## src/rtl/spi_pkg.sv

```systemverilog
// Shared SPI definitions: byte width and sequencer state encoding.
// Also reused by the transmitter/receiver benches.
package spi_pkg;

  localparam int BYTE_W = 8;

  typedef enum logic [2:0] {
    IDLE,
    LOAD,
    START,
    WAIT_LO,
    WAIT_HI,
    GAP
  } state_t;

endpackage

```

## src/rtl/spi_byte_fifo.sv

```systemverilog
// Byte FIFO feeding the SPI sequencer.
// Registered pointers and occupancy, sticky overflow flag.
module spi_byte_fifo #(
  parameter int DEPTH  = 8,
  parameter int BYTE_W = 8
) (
  input  logic                     clk,
  input  logic                     rst,
  input  logic                     push,
  input  logic                     pop,
  input  logic [BYTE_W-1:0]        din,
  output logic [BYTE_W-1:0]        head,
  output logic                     full,
  output logic                     empty,
  output logic [$clog2(DEPTH):0]   count,
  output logic                     ovf
);

  localparam int AW = $clog2(DEPTH);
  localparam int CW = AW + 1;

  logic [BYTE_W-1:0] mem [DEPTH];
  logic [AW-1:0]     wr_ptr;
  logic [AW-1:0]     rd_ptr;
  logic              do_push;
  logic              do_pop;

  assign full    = (count == CW'(DEPTH));
  assign empty   = (count == '0);
  assign do_pop  = pop && !empty;
  assign do_push = push && (!full || do_pop);
  assign head    = mem[rd_ptr];

  // Storage write; contents need no reset.
  always_ff @(posedge clk) begin
    if (do_push) mem[wr_ptr] <= din;
  end

  // Pointers, occupancy and overflow flag.
  always_ff @(posedge clk or negedge rst) begin
    if (!rst) begin
      wr_ptr <= '0;
      rd_ptr <= '0;
      count  <= '0;
      ovf    <= 1'b0;
    end else begin
      if (do_push) wr_ptr <= wr_ptr + 1'b1;
      if (do_pop)  rd_ptr <= rd_ptr + 1'b1;
      unique case ({do_push, do_pop})
        2'b10:   count <= count + 1'b1;
        2'b01:   count <= count - 1'b1;
        default: count <= count;
      endcase
      if (push && full && !do_pop) ovf <= 1'b1;
    end
  end

endmodule

```

## src/rtl/spi_tx_sequencer.sv

```systemverilog
// Feeds queued bytes to the SPI transmitter one frame at a time.
// Launches strt, follows CS through the frame, then idles a gap.
module spi_tx_sequencer
  import spi_pkg::*;
#(
  parameter int DEPTH    = 8,
  parameter int STRT_CYC = 2,
  parameter int GAP_CYC  = 4,
  parameter int TIMEOUT  = 64
) (
  input  logic                   clk,
  input  logic                   rst,
  input  logic                   en,
  input  logic                   wr_en,
  input  logic [BYTE_W-1:0]      wr_data,
  input  logic                   CS,
  output logic [BYTE_W-1:0]      data_in,
  output logic                   strt,
  output logic                   full,
  output logic                   empty,
  output logic [$clog2(DEPTH):0] count,
  output logic                   busy,
  output logic                   done,
  output logic                   ovf,
  output logic                   tmo
);

  localparam int M1   = (STRT_CYC > GAP_CYC) ? STRT_CYC : GAP_CYC;
  localparam int MAXC = (M1 > TIMEOUT) ? M1 : TIMEOUT;
  localparam int TW   = $clog2(MAXC + 1) + 1;

  localparam int STRT_LD = STRT_CYC - 1;
  localparam int GAP_LD  = (GAP_CYC > 0) ? GAP_CYC - 1 : 0;
  localparam int TMO_LD  = (TIMEOUT > 0) ? TIMEOUT - 1 : 0;

  state_t            state;
  logic [TW-1:0]     cnt;
  logic              cs_seen;
  logic              pop;
  logic [BYTE_W-1:0] head;

  assign pop  = (state == IDLE) && en && !empty && CS;
  assign busy = (state != IDLE);

  spi_byte_fifo #(
    .DEPTH  (DEPTH),
    .BYTE_W (BYTE_W)
  ) u_fifo (
    .clk   (clk),
    .rst   (rst),
    .push  (wr_en),
    .pop   (pop),
    .din   (wr_data),
    .head  (head),
    .full  (full),
    .empty (empty),
    .count (count),
    .ovf   (ovf)
  );

  // Frame sequencing with one shared counter reloaded per state.
  always_ff @(posedge clk or negedge rst) begin
    if (!rst) begin
      state   <= IDLE;
      cnt     <= '0;
      cs_seen <= 1'b0;
      data_in <= '0;
      strt    <= 1'b0;
      done    <= 1'b0;
      tmo     <= 1'b0;
    end else begin
      done <= 1'b0;
      unique case (state)
        IDLE: begin
          if (pop) begin
            data_in <= head;
            state   <= LOAD;
          end
        end
        LOAD: begin
          strt    <= 1'b1;
          cnt     <= TW'(STRT_LD);
          cs_seen <= 1'b0;
          state   <= START;
        end
        START: begin
          if (!CS) cs_seen <= 1'b1;
          if (cnt == '0) begin
            strt <= 1'b0;
            if (cs_seen || !CS) begin
              state <= WAIT_HI;
            end else begin
              cnt   <= TW'(TMO_LD);
              state <= WAIT_LO;
            end
          end else begin
            cnt <= cnt - 1'b1;
          end
        end
        WAIT_LO: begin
          if (!CS) begin
            state <= WAIT_HI;
          end else if (TIMEOUT > 0 && cnt == '0) begin
            tmo   <= 1'b1;
            state <= IDLE;
          end else if (cnt != '0) begin
            cnt <= cnt - 1'b1;
          end
        end
        WAIT_HI: begin
          if (CS) begin
            cnt   <= TW'(GAP_LD);
            state <= GAP;
          end
        end
        GAP: begin
          if (cnt == '0) begin
            done  <= 1'b1;
            state <= IDLE;
          end else begin
            cnt <= cnt - 1'b1;
          end
        end
        default: state <= IDLE;
      endcase
    end
  end

endmodule

```

## config.mk

```make
export PLATFORM = sky130hd
export DESIGN_NAME = spi_tx_sequencer
export DESIGN_NICKNAME = d
export VERILOG_FILES = /design/src/rtl/spi_pkg.sv /design/src/rtl/spi_byte_fifo.sv /design/src/rtl/spi_tx_sequencer.sv
export SDC_FILE = /design/constraint.sdc
export NUM_CORES = 1
export LEC_CHECK = 0
export ABC_CLOCK_PERIOD_IN_PS = 3200
export CORE_UTILIZATION = 50
export CTS_CLUSTER_DIAMETER = 80
export DETAILED_ROUTE_END_ITERATION = 12
export MAX_ROUTING_LAYER = met4
export PLACE_DENSITY_LB_ADDON = 0.2
export SLEW_MARGIN = 20
export SYNTH_ARGS = -nofsm -noshare
export SYNTH_HDL_FRONTEND = slang
export SYNTH_SLANG_ARGS = --single-unit
```

## constraint.sdc

```tcl
create_clock -name clk -period 3.2 [get_ports clk]
set_input_delay 0.96 -clock clk [delete_from_list [all_inputs] [get_ports clk]]
set_output_delay 0.96 -clock clk [all_outputs]
set_load 0.05 [all_outputs]
```

# ---- Yosys cells after proc, flatten, opt, wreduce, memory -nomap -nowiden
# Memories as Yosys holds them, arrays and structs flattened. A register that Yosys moved wholly into a read port is not among the register bits.
# Cells that the tools add are included.
dict set report op_classes {
  add_sub_neg 5
  n_eq_ne 17
  n_mux 24
  n_reduce_logical 28
}
# op n
set op_table {}
lappend op_table {{8-bit 2-to-1 mux} 7}
lappend op_table {{8-bit one-hot mux with 5 select lines} 1}
lappend op_table {{3-bit 2-to-1 mux} 6}
lappend op_table {{3-bit one-hot mux with 6 select lines} 1}
lappend op_table {{2-bit != test, second input constant} 7}
lappend op_table {{8-bit logical NOT} 1}
lappend op_table {{4-bit one-hot mux with 2 select lines} 1}
lappend op_table {{8-bit nonzero test} 1}
lappend op_table {{8-bit by 1-bit subtractor with 8-bit output, second input constant} 1}
lappend op_table {{1-bit logical AND} 7}
lappend op_table {{7-bit AND reduction} 1}
lappend op_table {{3-bit by 1-bit adder with 3-bit output, second input constant} 2}
lappend op_table {{3-bit by 2-bit == test with 1-bit output, second input constant} 2}
lappend op_table {{3-bit == test, second input constant} 2}
lappend op_table {{1-bit 2-to-1 mux} 6}
lappend op_table {{2-bit AND reduction} 3}
lappend op_table {{3-bit AND reduction} 2}
lappend op_table {{1-bit logical NOT} 5}
lappend op_table {{5-bit nonzero test} 1}
lappend op_table {{4-bit by 1-bit adder with 4-bit output, second input constant} 1}
lappend op_table {{4-bit == test, second input constant} 1}
lappend op_table {{4-bit logical NOT} 1}
lappend op_table {{1-bit one-hot mux with 2 select lines} 2}
lappend op_table {{2-bit nonzero test} 2}
lappend op_table {{other kinds (9)} 10}
dict set report word_totals {
  ff_bits 26
  ramBits 64
  inputBits 13
  out_inout_bits 19
  wordCells 85
  n_memories 1
}
# name words word_bits rd rd_clocked_by_memory_dff write_ports line
set mem_list {}
lappend mem_list {u_fifo.mem 8 8 1 1 1 spi_byte_fifo.sv:22} ;# logic [BYTE_W-1:0] mem [DEPTH];

# ---- Longest topological paths before layout
# Gate-level depths: netlist of the first run.
dict set report logic_depth {
  ltp_word 9
  mapped_depth 11
  ltp_nobuf 10
}

# ---- Modules after synthesis
# A second synthesis of the first run with hierarchy kept.
dict set report unflattened {
  hier_cells 306
  hier_area_um2 4429.2
}
# mod n_inst cells_each area_each_um2 seq_area_each_um2
set by_module_without_submodules {}
lappend by_module_without_submodules {spi_byte_fifo 1 183 3224.3 2197.1}
lappend by_module_without_submodules {spi_tx_sequencer 1 123 1204.9 575.6}

# ---- Least setup slack after synthesis of the first run
# No wires, ideal clock.
dict set report synth_timing {
  path_type {register to register}
  start {reg u_fifo.count[1]}
  end {reg u_fifo.count[2]}
  arrival_ps 4121
  setup_slack_ps -1069
  stages_incl_launch_ff 12
  path_buffers 1
  synth_period_minus_slack_ps 4269
  path_cell_list {dfrtp_1 clkbuf_1 nor4b_1 o21ai_2 nand2_1 ha_1 xor2_1 ha_1 a21oi_1 xor2_1 nor2_1 xor2_1}
}
dict set report synth_via {
  elab_cells_between_ends 15
}
# item line
set synth_lines {}
lappend synth_lines {{from (decl)} spi_byte_fifo.sv:15} ;# output logic [$clog2(DEPTH):0] count,
lappend synth_lines {{from (signal assigned)} spi_byte_fifo.sv:50} ;# 2'b10: count <= count + 1'b1;
lappend synth_lines {{from (signal assigned)} spi_byte_fifo.sv:51} ;# 2'b01: count <= count - 1'b1;
lappend synth_lines {{from (signal assigned)} spi_byte_fifo.sv:52} ;# default: count <= count;
lappend synth_lines {{4-bit == test *} spi_byte_fifo.sv:28} ;# assign full = (count == CW'(DEPTH));
lappend synth_lines {{via full} spi_tx_sequencer.sv:19} ;# output logic full,
lappend synth_lines {{1-bit logical NOT *} spi_byte_fifo.sv:31} ;# assign do_push = push && (!full || do_pop);
lappend synth_lines {{1-bit logical OR *} spi_byte_fifo.sv:31}
lappend synth_lines {{1-bit logical AND *} spi_byte_fifo.sv:31}
lappend synth_lines {{2-bit by 1-bit == test with 1-bit output or 2-bit == test (tied branches)} spi_byte_fifo.sv:49} ;# unique case ({do_push, do_pop})
lappend synth_lines {{4-bit one-hot mux with 2 select lines or 2-bit nonzero test (tied branches)} -}
# Mark *: on every way through the listed nets, which the timed path passes. The rest lies on a longest branch.
# A chain may end at the register's enable or synchronous reset.

# ---- Worst setup path in the final report of the first run
dict set report layout_timing {
  start {reg u_fifo.count[1]}
  end {out empty}
}
dict set report layout_via {
  elab_chain_cells 1
}
# item line
set layout_rtl {}
lappend layout_rtl {{4-bit logical NOT} spi_byte_fifo.sv:29} ;# assign empty = (count == '0);
lappend layout_rtl {{to (decl)} spi_tx_sequencer.sv:20} ;# output logic empty,
# Every way passes these cells.

==> results of run 1 <==
[power by group through the flow]
stage / Clock, mW / Combinational [mW] / Sequential [mW]
2_1_floorplan: 0 / 1.37 / 2.22
3_3_place_gp: 0 / 2.12 / 2.06
3_5_place_dp: 0 / 2.14 / 2.07
4_1_cts: 0.792 / 2.15 / 2.04
5_1_grt: 0.840 / 2.33 / 2.09
6_report: 0.773 / 2.13 / 2.04
[stage by stage]
step | cells | total power, mW | setup slack (ns)
final | 452 | 4.946 | 0.1013
after global routing | 452 | 5.265 | 0.03047
after CTS | 452 | 4.986 | 0.07319
after detailed placement | 436 | 4.213 | 0.1810
after global placement | 436 | 4.181 | 0.2474
after floorplan | 297 | 3.586 | 0.06136
[state kept, by name (all words and copies together) (netlist names)]
| signal | flops |
|---|---|
| u_fifo.ovf | 1 |
| strt | 1 |
| state | 3 |
| tmo | 1 |
| u_fifo.wr_ptr | 3 |
| cnt | 8 |
| u_fifo.mem | 64 |
| done | 1 |
| u_fifo.rd_ptr | 3 |
| cs_seen | 1 |
| data_in | 8 |
| u_fifo.count | 4 |
[worst max-delay path, delay by kind of cell, from the launching register on]
family | cells | cell delay, ns
DFF | 1 | 0.51
buffers and inverters | 1 | 0.87
and+or+nand+nor | 1 | 0.42
[how the worst min path moves through the flow]
| stage | end | start | slack (ns) | depth (start not counted) |
|---|---|---|---|---|
| after floorplan | cnt[7]$_DFFE_PN0P_ | cnt[7]$_DFFE_PN0P_ | 0.50 | 1 |
| after global placement | tmo$_DFFE_PN0P_ | tmo$_DFFE_PN0P_ | 0.46 | 1 |
| after detailed placement | tmo$_DFFE_PN0P_ | tmo$_DFFE_PN0P_ | 0.47 | 1 |
| after CTS | u_fifo.ovf$_DFFE_PN0P_ | u_fifo.ovf$_DFFE_PN0P_ | 0.49 | 1 |
| after global routing | u_fifo.ovf$_DFFE_PN0P_ | u_fifo.ovf$_DFFE_PN0P_ | 0.51 | 1 |
| final | u_fifo.ovf$_DFFE_PN0P_ | u_fifo.ovf$_DFFE_PN0P_ | 0.49 | 1 |
[cells in the mapped netlist, drive strengths merged, types with 4 or more instances]
cell	number	area (µm²)
inv	8	30.03
buf	9	42.54
xor2	5	43.79
ha	6	75.07
nand2	12	45.04
o21ai	8	55.06
a21oi	18	90.09
mux4	16	360.4
nand2b	7	43.79
nor3	10	50.05
nand3b	4	30.03
edfxtp	64	1922
nor2	23	86.33
mux2i	10	100.1
clkbuf	6	22.52
xnor2	4	35.03
dfrtp	34	850.8
[routing by layer]
| layer | vias up | wire length, µm | GRT usage [%] |
|---|---|---|---|
| li1 | 1221 | - | - |
| met1 | 1293 | 3746 | 27.12 |
| met2 | 33 | 3810 | 30.28 |
| met3 | 10 | 166 | 2.738 |
| met4 | 0 | 80 | 8.586 |
| met5 | - | 0 | - |
[final cells by class]
type / instances / area (µm²) / share of cell area (%)
multi-input cells: 176 / 1491 / 29.48
well taps: 105 / 131.4 / 2.596
clock buffers: 10 / 137.6 / 2.720
repair buffers: 49 / 440.4 / 8.704
flip-flops and latches: 98 / 2773 / 54.80
clock inverters: 6 / 56.30 / 1.113
inverters: 8 / 30.03 / 0.5935
[cells by family (layout without fill, tap and decap cells)]
logic type,Yosys count,in the layout
xor gates and xnor gates,9,9
and+or+nand+nor,80,80
AOI/OAI and AO/OA,52,52
buffers and inverters,23,73
muxes,29,29
adders and majority gates,6,6
DFF,98,98
[layout by cell type (no fill, tap or decap), drive strengths merged, types with 4 or more instances in the layout]
cell and n:
xnor2 4, a21oi 18, inv 12, o21ai 8, nand3b 4, nor2 23, nand2b 7, ha 6
edfxtp 64, mux2i 10, buf 19, nand2 12, xor2 5, clkbuf 10, nor3 10, mux4 16
dfrtp 34, clkdlybuf4s50 30
==> results.txt, run 1 <==
* Height of the die: 95.00 µm
- In this run the deepest clock path goes through 2 buffers.
- The first global-routing pass estimated 12880 µm of wire.
- The synthesized netlist devotes 1.736% of its cell area to adder and majority cells.
- Number of buffers created by CTS: 9
- DRC violation total after the first TritonRoute iteration: 142
* Final hold viol count: 0
- Number of remaining DRC errors: 0
* H-tree depth: 3
- Critical Path End Type: primary output
- The slowest stage of the critical path belongs to the cell sky130_fd_sc_hd__clkdlybuf4s50_1.
- At the end of routability-driven placement, the weighted congestion stood at 0.8407.
* Sum of negative setup slack: 0 ns
- The area growth from synthesis to layout is 17.01%.
- The max-slew violation count was 0.
- The share of total power dissipated in the clock network is 15.6%.
- Aggregate global-route resource usage: 19.97%
- Data arrival time of the worst path: 2.14 ns
- Static leakage power: 1.812 nW
- The die covers 0.009024 mm².
- Routed wire length: 7804 µm
* Setup Fix Bufs, Post-CTS: 0
- With fillers left out, the area of the finished cells amounts to 0.005060 mm².
- Per report_power, the combinational group accounts for 43.2% of the total.
- Of all flip-flops after synthesis, the portion carrying an async set or reset was 34.69%.
- Peak fanout along the critical path: 8
- After synthesis, the share of cell area in mux cells is 11.43%.
- Pint: 2.938 mW
* Sort of element at the start of the critical path: flip-flop
- Final HPWL from detailed placement: 5157 µm
- Number of antenna violations at the first check in global routing: 0
- Post-cts resize count: 0
- IR analysis of the VDD net gives a maximum drop of 548.2 µV.
* HP Class: reg -> reg
* Worst reg2reg path startpoint: state[2]$_DFFE_PN0P_
* Vias after detailed routing: 2557
- Setup violations remaining at the end of the flow were counted as 0.
* Switching component of the power: 2.008 mW
* Synthesized cell area: 0.004324 mm²
* Minimum clock period: 3.099 ns
- Synthesis produced a netlist whose cell count is 297.
- CTS tree: yes
- Number of cell rows: 33
* Share of the synthesized netlist area taken by xor and xnor gates: 1.823%
- The most critical setup path has its startpoint at u_fifo.count[1]$_DFFE_PN0P_.
* RSZ-0062 raised after global routing: false
* Mapped Nets: 316
- Run status: finished, final reports clean
- Cell-by-cell trace of the critical path: nor4_4, clkdlybuf4s50_1
* Share of the clock period used by the worst path: 96.84%
- Cell count of the worst reg-to-reg path: 9
- After floorplanning, the core was sized to cover 0.008299 mm².
- Counting the fill cells in the layout gives 641.
* WL/cell: 17.27 µm
- Synthesis Warnings: 0
* Count of unique library cells instantiated by Yosys: 51
- Clock latency of the later-clocked register in the worst-skew pair: 0.36 ns
- The cell sitting at the root of the clock tree is a sky130_fd_sc_hd__clkbuf_8.
* Remaining Overflow, GRT: 0
* Power density over the cells: 977.6 mW/mm²
- The first detailed-routing pass ran for 4 iterations.
- The synthesized netlist devotes 8.362% of its cell area to compound gates.
* Top-level port count: 32
- The worst pin sits at a relative slew slack of 44.93%.
- Sw frac: 40.60%
* Basic-gate share of the synthesized area counting and, or, nand and nor cells: 10.33%
* Fraction of layout instances using a drive strength above 1: 18.44%
* Clock input transition at the sequential cells of the worst setup and hold paths: 0.09 ns
- Buffers inserted to repair hold after CTS numbered 0.
- At the pin with the least slew margin, the transition time is 0.8260 ns.
- Required time at the worst-slack endpoint: 2.24 ns
- The number of global-route vias before repair is 2462.
- Buffers placed on the I/O ports in this run total 31.
* Initial standard-cell utilization of the core: 52.10%
* Reg-to-reg critical path endpoint: u_fifo.count[3]$_DFFE_PN0P_
* Number of max-cap violations: 0
* Net total in the final layout: 361
- In this run the worst setup path terminates at empty.
- 0 antenna diodes ended up in the layout.
- Crit path kind: reg -> out
* # clock sinks: 98
* Predominant post-synthesis flop cell: sky130_fd_sc_hd__edfxtp_1
- In this design, the stage delay of the slowest critical-path cell is 0.87 ns.
* FF+latch count, synth: 98
- Main combinational cell family by area after synthesis: multiplexers
- Across all register-to-register paths, the minimum setup slack is 0.86 ns.
- Worst clock skew: 0.01377 ns
* Die outline width: 95.00 µm
- EDFF count, synth: 64
* Number of nets still failing antenna checks after routing: 0
- Worst slack on hold paths: 0.4881 ns
* Via-per-instance ratio: 5.657
- Maximum number of pins on one net before global-route repair: 35
- Placed inst area: 0.004866 mm²
* Sequential fraction of design power: 41.2%
- For this run, the top clock speed supported by timing is 0.3227 GHz.
* Fraction of the core area covered by cells at the end of the flow: 60.97%
- The average instance in the mapped netlist occupies 14.56 µm².
- Of the synthesized area, sequential elements account for 64.12%.
(Power assumes the default switching activity.)
==> run 2, diff against run 1 <==
Settings changed: CTS_BUF_LIST set to sky130_fd_sc_hd__clkbuf_8.
==> results of run 2 <==
Same layout as run 1: the final DEF is identical, and so are final timing and power.
==> run 3, diff against run 2 <==
Settings changed: PLACE_DENSITY set to 0.67, PLACE_DENSITY_LB_ADDON 0.2 to not set.
==> results.txt, run 3 (synthesis gave the netlist of run 1 again) <==
* Flip-flop count of the largest register, all copies and words added: 64 (unchanged)
- The number of nets in the finished design came to 359 (was 361).
- Sequential fraction of design power: 40.2% (was 41.2%)
* CTS Hold Buffers Added: 0 (unchanged)
- Vias after detailed routing: 2556 (was 2557)
- HP Class: reg -> reg (unchanged)
- The global-route total usage across every layer was 19.63% (was 19.97%).
- Final std cells w/o fill: 450 (was 452)
* Via count of the first global-routing pass: 2440 (was 2462)
- The reported max-cap violation count is 0 (unchanged).
- Number of antenna violations at the first check in global routing: 0 (unchanged)
- The clock tree root buffer cell is sky130_fd_sc_hd__clkbuf_8 (unchanged).
- Hold Crit Start: tmo$_DFFE_PN0P_ (was u_fifo.ovf$_DFFE_PN0P_)
- The maximum frequency from static timing analysis is 0.3228 GHz (was 0.3227 GHz).
- The final instance area was 0.005067 mm² (was 0.005060 mm²).
* Max Slew Vio Count: 0 (unchanged)
* Met1 track demand over resource in global routing: 26.78% (was 27.12%)
- The worst setup slack for register-to-register paths is 0.82 ns (was 0.86 ns).
- The post-DP HPWL was 5065 µm (was 5157 µm).
- Switching component of the power: 2.044 mW (was 2.008 mW)
- The routability congestion estimate is 0.7725 (was 0.8407).
* Data arrival time of the worst path: 2.14 ns (about the same)
* Number of nets still failing antenna checks after routing: 0 (unchanged)
- Number of remaining DRC errors: 0 (unchanged)
* Number of cell rows: 33 (unchanged)
- Sw frac: 41.17% (was 40.60%)
- WL/cell: 17.46 µm (was 17.27 µm)
- Run status: finished, final reports clean (unchanged)
* Crit path kind: reg -> out (unchanged)
* Pint: 2.921 mW (was 2.938 mW)
* Number of buffers inserted by port buffering: 31 (unchanged)
- Post-cts resize count: 0 (unchanged)
- The number of failing setup endpoints in the final timing report was 0 (unchanged).
- The slew at the pin closest to its max-slew limit came to 0.8246 ns (was 0.8260 ns).
- The power share of the combinational group is 43.6% (was 43.2%).
- The launch point of the critical path was u_fifo.count[1]$_DFFE_PN0P_ (unchanged).
- Top-level port count: 32 (unchanged)
- The register with the most flip-flops is u_fifo.mem (unchanged).
* Max-Slew Margin vs Limit: 45.03% (was 44.93%)
- The maximum VDD drop was 460.1 µV (was 548.2 µV).
- The number of detailed-routing iterations run before antenna repair came to 4 (unchanged).
* DRC violation total after the first TritonRoute iteration: 107 (was 142)
- The pin count of the biggest net entering global routing was 35 (unchanged).
- Wire length of the first global-routing pass: 12470 µm (was 12880 µm)
- Peak fanout along the critical path: 8 (unchanged)
- The portion of total power attributed to the clock network came to 16.2% (was 15.6%).
- Final hold viol count: 0 (unchanged)
- Worst reg2reg path startpoint: state[2]$_DFFE_PN0P_ (unchanged)
- Power density over the cells: 979.9 mW/mm² (was 977.6 mW/mm²)
* CTS tree: yes (unchanged)
- The number of clock sinks was 98 (unchanged).
- The starting density of the core came to 52.10% (unchanged).
- Placed inst area: 0.004857 mm² (was 0.004866 mm²)
* Worst clock skew: 0.01384 ns (was 0.01377 ns)
* Top Usage Layer GRT: met2 (unchanged)
- The static leakage was 1.809 nW (was 1.812 nW).
* Critical Path End Type: primary output (unchanged)
- Sum of negative setup slack: 0 ns (unchanged)
* Final antenna diode count: 0 (unchanged)
* Share of the clock period used by the worst path: 96.80% (was 96.84%)
- Cell total after placement: 434 (was 436)
- The overall die width came to 95.00 µm (unchanged).
- GRT met2 Usage: 29.98% (was 30.28%)
- Leading cell types in the layout, fill and taps excluded: 64 x sky130_fd_sc_hd__edfxtp_1, 34 x sky130_fd_sc_hd__dfrtp_1, 30 x sky130_fd_sc_hd__clkdlybuf4s50_1 (unchanged).
- Via-per-instance ratio: 5.680 (was 5.657)
- The post-CTS repair timing setup buffer count was 0 (unchanged).
* RSZ-0062 raised after global routing: false (unchanged)
- Clock input transition at the sequential cells of the worst setup and hold paths: 0.11 ns (was 0.09 ns)
- Area of the die: 0.009024 mm² (unchanged)
* Met3 routing resource usage after global routing: 3.543% (was 2.738%)
* Minimum clock period: 3.097 ns (was 3.099 ns)
* Height of the die: 95.00 µm (unchanged)
* Total core area: 0.008299 mm² (unchanged)
* Most frequent standard cell in the layout excluding fill and tap cells: sky130_fd_sc_hd__edfxtp_1 (unchanged)
- Buffer depth of the longest clock path: 2 (unchanged)
- Routed wire length: 7855 µm (was 7804 µm)
- The total clock buffers created by CTS came to 9 (unchanged).
- The number of H-tree levels is 3 (unchanged).
- Area grow syn2layout: 17.19% (was 17.01%)
- Remaining Overflow, GRT: 0 (unchanged)
- Sort of element at the start of the critical path: flip-flop (unchanged)
- The clock latency at the later pin of the worst-skew pair is 0.36 ns (about the same).
- The data required time of the worst path was 2.24 ns (about the same).
* Fraction of layout instances using a drive strength above 1: 18.26% (was 18.44%)
- Largest regs: u_fifo.mem: 64 flops, cnt: 8 flops, data_in: 8 flops (unchanged)
run 3: changes by cell type in the layout (fill, tap and decap cells not counted):
cell | before | now
sky130_fd_sc_hd__clkinv_4 | 1 | 2
sky130_fd_sc_hd__inv_6 | 2 | 1
sky130_fd_sc_hd__clkbuf_8 | 10 | 9
sky130_fd_sc_hd__clkinvlp_4 | 1 | 0
sky130_fd_sc_hd__nor4_1 | 1 | 0
sky130_fd_sc_hd__clkinv_8 | 0 | 3
sky130_fd_sc_hd__buf_4 | 18 | 16
sky130_fd_sc_hd__nor4_2 | 0 | 1
sky130_fd_sc_hd__inv_8 | 2 | 1
run 3: critical path, cell delays in order, from the launching register on:
cell and delay, ns:
sky130_fd_sc_hd__dfrtp_1 0.52, sky130_fd_sc_hd__nor4_4 0.39, sky130_fd_sc_hd__clkdlybuf4s50_1 0.86
run 3: layout make-up:
type                    instances  area, µm²
repair buffers                 47      425.4
well taps                     105      131.4
clock inverters                 7      86.33
multi-input cells             176       1498
flip-flops and latches         98       2773
clock buffers                   9      123.9
fillers                       644       3232
inverters                       8      30.03
run 3: per-stage QoR:
step / util, % / power [mW] / hold slack [ns] / worst slack (ns)
floorplan: - / 3.586 / 0.4961 / 0.06136
global placement: 58.53 / 4.164 / 0.4631 / 0.2126
detailed placement: 58.53 / 4.207 / 0.4708 / 0.1745
CTS: 61.06 / 5.012 / 0.5035 / 0.08055
global route: 61.06 / 5.258 / 0.5267 / 0.01859
finish: 61.06 / 4.966 / 0.4906 / 0.1026
run 3: power by group through the flow:
stage / Sequential, mW / Clock, mW / Combinational [mW]
finish: 2.00 / 0.803 / 2.16
global route: 2.04 / 0.874 / 2.34
CTS: 2.00 / 0.826 / 2.18
detailed placement: 2.03 / 0 / 2.18
global placement: 2.02 / 0 / 2.15
floorplan: 2.22 / 0 / 1.37
run 3: metal layers:
layer | vias to the layer above | part of all wire (%)
met3 | 8 | 4.4
li1 | 1226 | -
met2 | 52 | 48
met4 | 0 | 1.0
met1 | 1270 | 46
met5 | - | 0
run 3: path summary, 6_finish.rpt:
check	endpoint	cells past startpoint
max	empty	2
min	tmo$_DFFE_PN0P_	1
max reg2reg	u_fifo.count[2]$_DFFE_PN0P_	10
min reg2reg	tmo$_DFFE_PN0P_	1
max in group asynchronous	data_in[5]$_DFFE_PN0P_	1
min in group asynchronous	cnt[5]$_DFFE_PN0P_	1
